File: src/rtl/pipeline_hazard_ctrl.sv
// Stall/flush sequencer for the five-stage core. It resolves load-use hazards,
// taken-branch redirects, instruction-memory wait states and debug halt/step.
// It also keeps a saturating count of the cycles in which the PC was held.
module pipeline_hazard_ctrl #(
  parameter int LOAD_STALL_CYCLES = 1,
  parameter int CNT_W             = 16
) (
  input  logic             clk,
  input  logic             reset,
  input  logic             MemRead_EX,
  input  logic [4:0]       RD_EX,
  input  logic [4:0]       RS1_ID,
  input  logic [4:0]       RS2_ID,
  input  logic             branch_taken_EX,
  input  logic             imem_ready,
  input  logic             debug_halt,
  input  logic             debug_step,
  output logic             PC_write,
  output logic             PCSrc,
  output logic             IF_ID_write,
  output logic             IF_ID_flush,
  output logic             ID_EX_bubble,
  output logic             halted,
  output logic [CNT_W-1:0] stall_count
);

  typedef enum logic [1:0] {RUN, LOAD_STALL, HALT, STEP} state_t;

  // The hazard cycle itself is the first stall cycle, so LOAD_STALL only has
  // to cover the remaining LOAD_STALL_CYCLES-1 cycles.
  localparam logic [3:0] LCNT_LOAD = 4'(LOAD_STALL_CYCLES - 1);

  state_t     state, state_nxt;
  logic [3:0] lcnt, lcnt_nxt;
  logic       step_pend, step_pend_nxt;
  logic       hazard;

  assign hazard = MemRead_EX && (RD_EX != 5'd0) &&
                  ((RD_EX == RS1_ID) || (RD_EX == RS2_ID));

  // Sequencing state registers.
  // NOTE: sequential state uses non-blocking assignments so every flop samples
  // the pre-edge values, independent of block ordering.
  always_ff @(posedge clk or negedge reset) begin
    if (!reset) begin
      state     <= RUN;
      lcnt      <= 4'd0;
      step_pend <= 1'b0;
    end else begin
      state     <= state_nxt;
      lcnt      <= lcnt_nxt;
      step_pend <= step_pend_nxt;
    end
  end

  // Next-state and pipeline controls, decided by priority: redirect, then state.
  always_comb begin
    // NOTE: every output of this block gets a default first; a path that skips
    // an assignment would otherwise infer a latch.
    state_nxt     = state;
    lcnt_nxt      = lcnt;
    step_pend_nxt = step_pend;
    PC_write      = 1'b0;
    PCSrc         = 1'b0;
    IF_ID_write   = 1'b0;
    IF_ID_flush   = 1'b0;
    ID_EX_bubble  = 1'b0;
    halted        = (state == HALT) || (state == STEP);

    if (branch_taken_EX) begin
      // A redirect is honoured in every state and cancels any pending sequence.
      PC_write      = 1'b1;
      PCSrc         = 1'b1;
      IF_ID_write   = 1'b1;
      IF_ID_flush   = 1'b1;
      ID_EX_bubble  = 1'b1;
      lcnt_nxt      = 4'd0;
      step_pend_nxt = 1'b0;
      state_nxt     = debug_halt ? HALT : RUN;
    end else begin
      case (state)
        RUN: begin
          if (hazard) begin
            ID_EX_bubble = 1'b1;
            lcnt_nxt     = LCNT_LOAD;
            state_nxt    = (LOAD_STALL_CYCLES > 1) ? LOAD_STALL : RUN;
          end else if (!imem_ready) begin
            // Fetch is not back yet: hold the PC, let ID advance, feed a NOP.
            IF_ID_write = 1'b1;
            IF_ID_flush = 1'b1;
          end else begin
            PC_write    = 1'b1;
            IF_ID_write = 1'b1;
            if (debug_halt) state_nxt = HALT;
          end
        end
        LOAD_STALL: begin
          ID_EX_bubble = 1'b1;
          // lcnt counts the stall cycles still owed including this one.
          if (lcnt <= 4'd1) begin
            lcnt_nxt  = 4'd0;
            state_nxt = debug_halt ? HALT : RUN;
          end else begin
            lcnt_nxt = lcnt - 4'd1;
          end
        end
        HALT: begin
          ID_EX_bubble = 1'b1;
          if (!debug_halt) begin
            state_nxt     = RUN;
            step_pend_nxt = 1'b0;
          end else if (step_pend && imem_ready) begin
            state_nxt     = STEP;
            step_pend_nxt = 1'b0;
          end else if (debug_step) begin
            // Only one step is remembered; further pulses while pending are lost.
            step_pend_nxt = 1'b1;
          end
        end
        STEP: begin
          PC_write    = 1'b1;
          IF_ID_write = 1'b1;
          state_nxt   = debug_halt ? HALT : RUN;
        end
        default: state_nxt = RUN;
      endcase
    end

    // While reset is held the front end is frozen and ID/EX is kept empty.
    if (!reset) begin
      PC_write     = 1'b0;
      PCSrc        = 1'b0;
      IF_ID_write  = 1'b0;
      IF_ID_flush  = 1'b1;
      ID_EX_bubble = 1'b1;
      halted       = 1'b0;
    end
  end

  // Saturating count of cycles in which the PC did not advance.
  always_ff @(posedge clk or negedge reset) begin
    if (!reset) begin
      stall_count <= '0;
    end else if (!PC_write && (stall_count != {CNT_W{1'b1}})) begin
      stall_count <= stall_count + CNT_W'(1);
    end
  end

endmodule

File: config.mk
export PLATFORM = sky130hd
export DESIGN_NAME = pipeline_hazard_ctrl
export DESIGN_NICKNAME = d
export VERILOG_FILES = /design/src/rtl/pipeline_hazard_ctrl.sv
export SDC_FILE = /design/constraint.sdc
export NUM_CORES = 1
export LEC_CHECK = 0
export CORE_ASPECT_RATIO = 0.75
export CORE_MARGIN = 2
export CORE_UTILIZATION = 45
export DETAILED_ROUTE_END_ITERATION = 6
export PLACE_DENSITY_LB_ADDON = 0.25
export SYNTH_ARGS = -nofsm -noshare
export SYNTH_HDL_FRONTEND = slang
export SYNTH_SLANG_ARGS = --single-unit
File: constraint.sdc
create_clock -name clk -period 4.1 [get_ports clk]
set_input_delay 1.23 -clock clk [delete_from_list [all_inputs] [get_ports clk]]
set_output_delay 1.23 -clock clk [all_outputs]
set_load 0.005 [all_outputs]
==> out/metrics.cfg <==
[outcome]
status=finished clean

[worst_setup_path]
critical_path_class=in -> out
rr_worst_depth=8
worst-r2r-setup-slack_ns=1.81
endpoint_kind=output pin
crit_fanout=3
cp.arrival_ns=2.76
r2r_start=state[0]
cp-start-kind=input pin
critPathRequiredTime_ns=2.87
r2r-end=stall_count[1]

[global_routing]
grt_max_degree=19
antenna_found_initial=0
grt_overflow=0
grt_pass1_vias=1320
grt_pass1_wl_um=5982
track_usage=0.1994

[power]
p_leak_nw=0.9160
p_per_area_nw_per_um2=456.8
ir_drop_uv=368.0

[placement]
io_buffer_count=43
dp.final_hpwl_um=2858
gp_congestion=0.9592
place_inst=254

[floorplan]
rows=18
dieWidth_um=71.03
dieArea_um2=3855
core-area_um2=3266
start_util=0.4644
die_h_um=54.28
pin_count=44

[logic_synthesis]
synth_seq_area_share=0.3795
yosysMostFrequentCell=dfrtp_1
synthTopCellsByArea=dfrtp_1 38%, xor2_1 8.1%, ha_1 6.6%, xnor2_1 5.8%, nand2_1 4.0%
synth_edf_count=0
yosys-top-cells-count=23 x dfrtp_1, 16 x nand2_1, 14 x xor2_1
synth_top_cell_by_area=dfrtp_1
ys_ff_latch=23
synthArstFlopShare=1.000
syn-cell-area_um2=1516
synth_cell_types=45
ys_warn_count=0
synthFlopType=dfrtp_1
syn-num-nets=190
synth.avg_cell_area_um2=9.478
synth_top_area_frac=0.3795
syn_inst=160

[sta]
rsz0062_at_grt=no
slew-limit-headroom=0.6668
period_share=0.9742
setup_viol=0
hold_violations=0
post-route-min-period_ns=3.994
worst_pin_slew_ns=0.4997
slew_viol_final=0
fmax_ghz=0.2504
finalSetupTns_ns=0
finalClockSkew_ns=0.005902

[final_layout]
antenna_cells=0
fin_cells=259
area_delta_synth_final_pct=40.35
fin_nets=250
drive_gt1_frac=0.1598

[detailed_routing]
wl_met1_um=1757
routed_wl_um=3570
vias=1391
route.met3.wl_um=163
vias_per_cell=5.371
firstDrtPassIters=4
top_layer=met4
route.met2.wl_um=1625
drt_iter0_drc=91
final_antenna_net_count=0
drc=0
wl_per_cell_um=13.78

[clocking]
cts.sinks=23
cts_buffers=3
cts_max_path_buffers=2
insertion_delay_ns=0.26
htree_num_levels=1
cts.clk_slew.worst_paths_ns=0.08
cts_tree=built
cts_root_buf=clkbuf_8

[flow_run]
cap_violations=0

[min_path]
worstHoldStart=stall_count[3]
hp-class=reg -> reg
hold_depth=1
worstHoldEndpoint=stall_count[3]

[power by group]
group	internal, W	total (W)	switching (W)	leakage (nW)
clock network	0.0000686	0.000139	0.0000708	0.0217
logic	0.000264	0.000460	0.000196	0.611
registers	0.000296	0.000373	0.0000775	0.284
[placed cells by master, fill, tap and decap left out, types with 3 or more instances in the layout]
master	instances
inv_1	7
xor2_1	14
nand2_1	15
ha_1	8
xnor2_1	10
nand4_1	5
clkdlybuf4s50_1	34
buf_4	16
nand3_1	5
nor3_1	10
dlygate4sd2_1	4
dfrtp_1	23
nor2_1	6
clkbuf_8	3
nor4_1	6
o21ai_0	3
nor2b_1	4
a21oi_1	4
clkbuf_2	3
[routing by layer]
layer | vias up | global-route usage
li1 | 689 | -
met1 | 668 | 0.2757
met2 | 30 | 0.3224
met3 | 4 | 0.04604
met4 | 0 | 0.05031
met5 | - | 0
[kinds of logic after synthesis]
kind of cell / count (synthesis) / share of synthesized area
multiplexers: 5 / 0.03795
adder cells (fa/ha/maj): 8 / 0.06601
XOR/XNOR: 24 / 0.1386
AND/OR/NAND/NOR: 64 / 0.2187
flip-flops: 23 / 0.3795
buffers and inverters: 11 / 0.03300
AO/OA/AOI/OAI: 25 / 0.1263
[state kept, by name (all words and copies together), names as in the netlist]
name and cells:
step_pend 1, state 2, stall_count 16, lcnt 4
[worst max-delay path by stage]
stage,startpoint,endpoint,slack (ns),cells past startpoint
after floorplan,RD_EX[1],PC_write,0.26,5
after global placement,RD_EX[1],IF_ID_flush,-0.40,7
after detailed placement,RD_EX[2],PC_write,-0.43,6
after CTS,RD_EX[4],IF_ID_flush,0.004,8
after global routing,RD_EX[1],IF_ID_flush,0.01,8
final,RD_EX[1],IF_ID_write,0.11,8
[stage by stage]
step / setup slack, ns / total power (W) / hold slack [ns] / area, µm² / utilization
floorplan: 0.2620 / 0.0006078 / 0.4775 / 1516 / -
global placement: -0.3977 / 0.0008280 / 0.4712 / 2086 / 0.6387
detailed placement: -0.4300 / 0.0008431 / 0.4827 / 2086 / 0.6387
CTS: 0.003603 / 0.0009839 / 0.4972 / 2142 / 0.6559
global route: 0.01236 / 0.001053 / 0.5081 / 2128 / 0.6517
finish: 0.1059 / 0.0009722 / 0.4871 / 2128 / 0.6517
[critical path: stages]
cell	delay (ns)
dlygate4sd2_1	0.24
or4_1	0.51
o21a_2	0.24
buf_4	0.14
nand2_2	0.08
a21oi_1	0.07
o21bai_1	0.13
clkbuf_2	0.13
[repair_timing]
| item | CTS | global route |
|---|---|---|
| setup buffers | 2 | 0 |
| resized for setup | 16 | 7 |
| endpoints found under the setup margin | 4 | 4 |
| pin swaps | 4 | 4 |
| hold buffers | 0 | 0 |
[cell type report]
type,instances,area [µm²]
fill,250,1137
multi-input combinational,126,895.9
sequential,23,575.6
timing repair buffer,59,531.8
tap,40,50.05
clock buffer,3,41.29
inverter,7,26.28
clock inverter,1,7.507
Power figures use the tool's default switching activity.
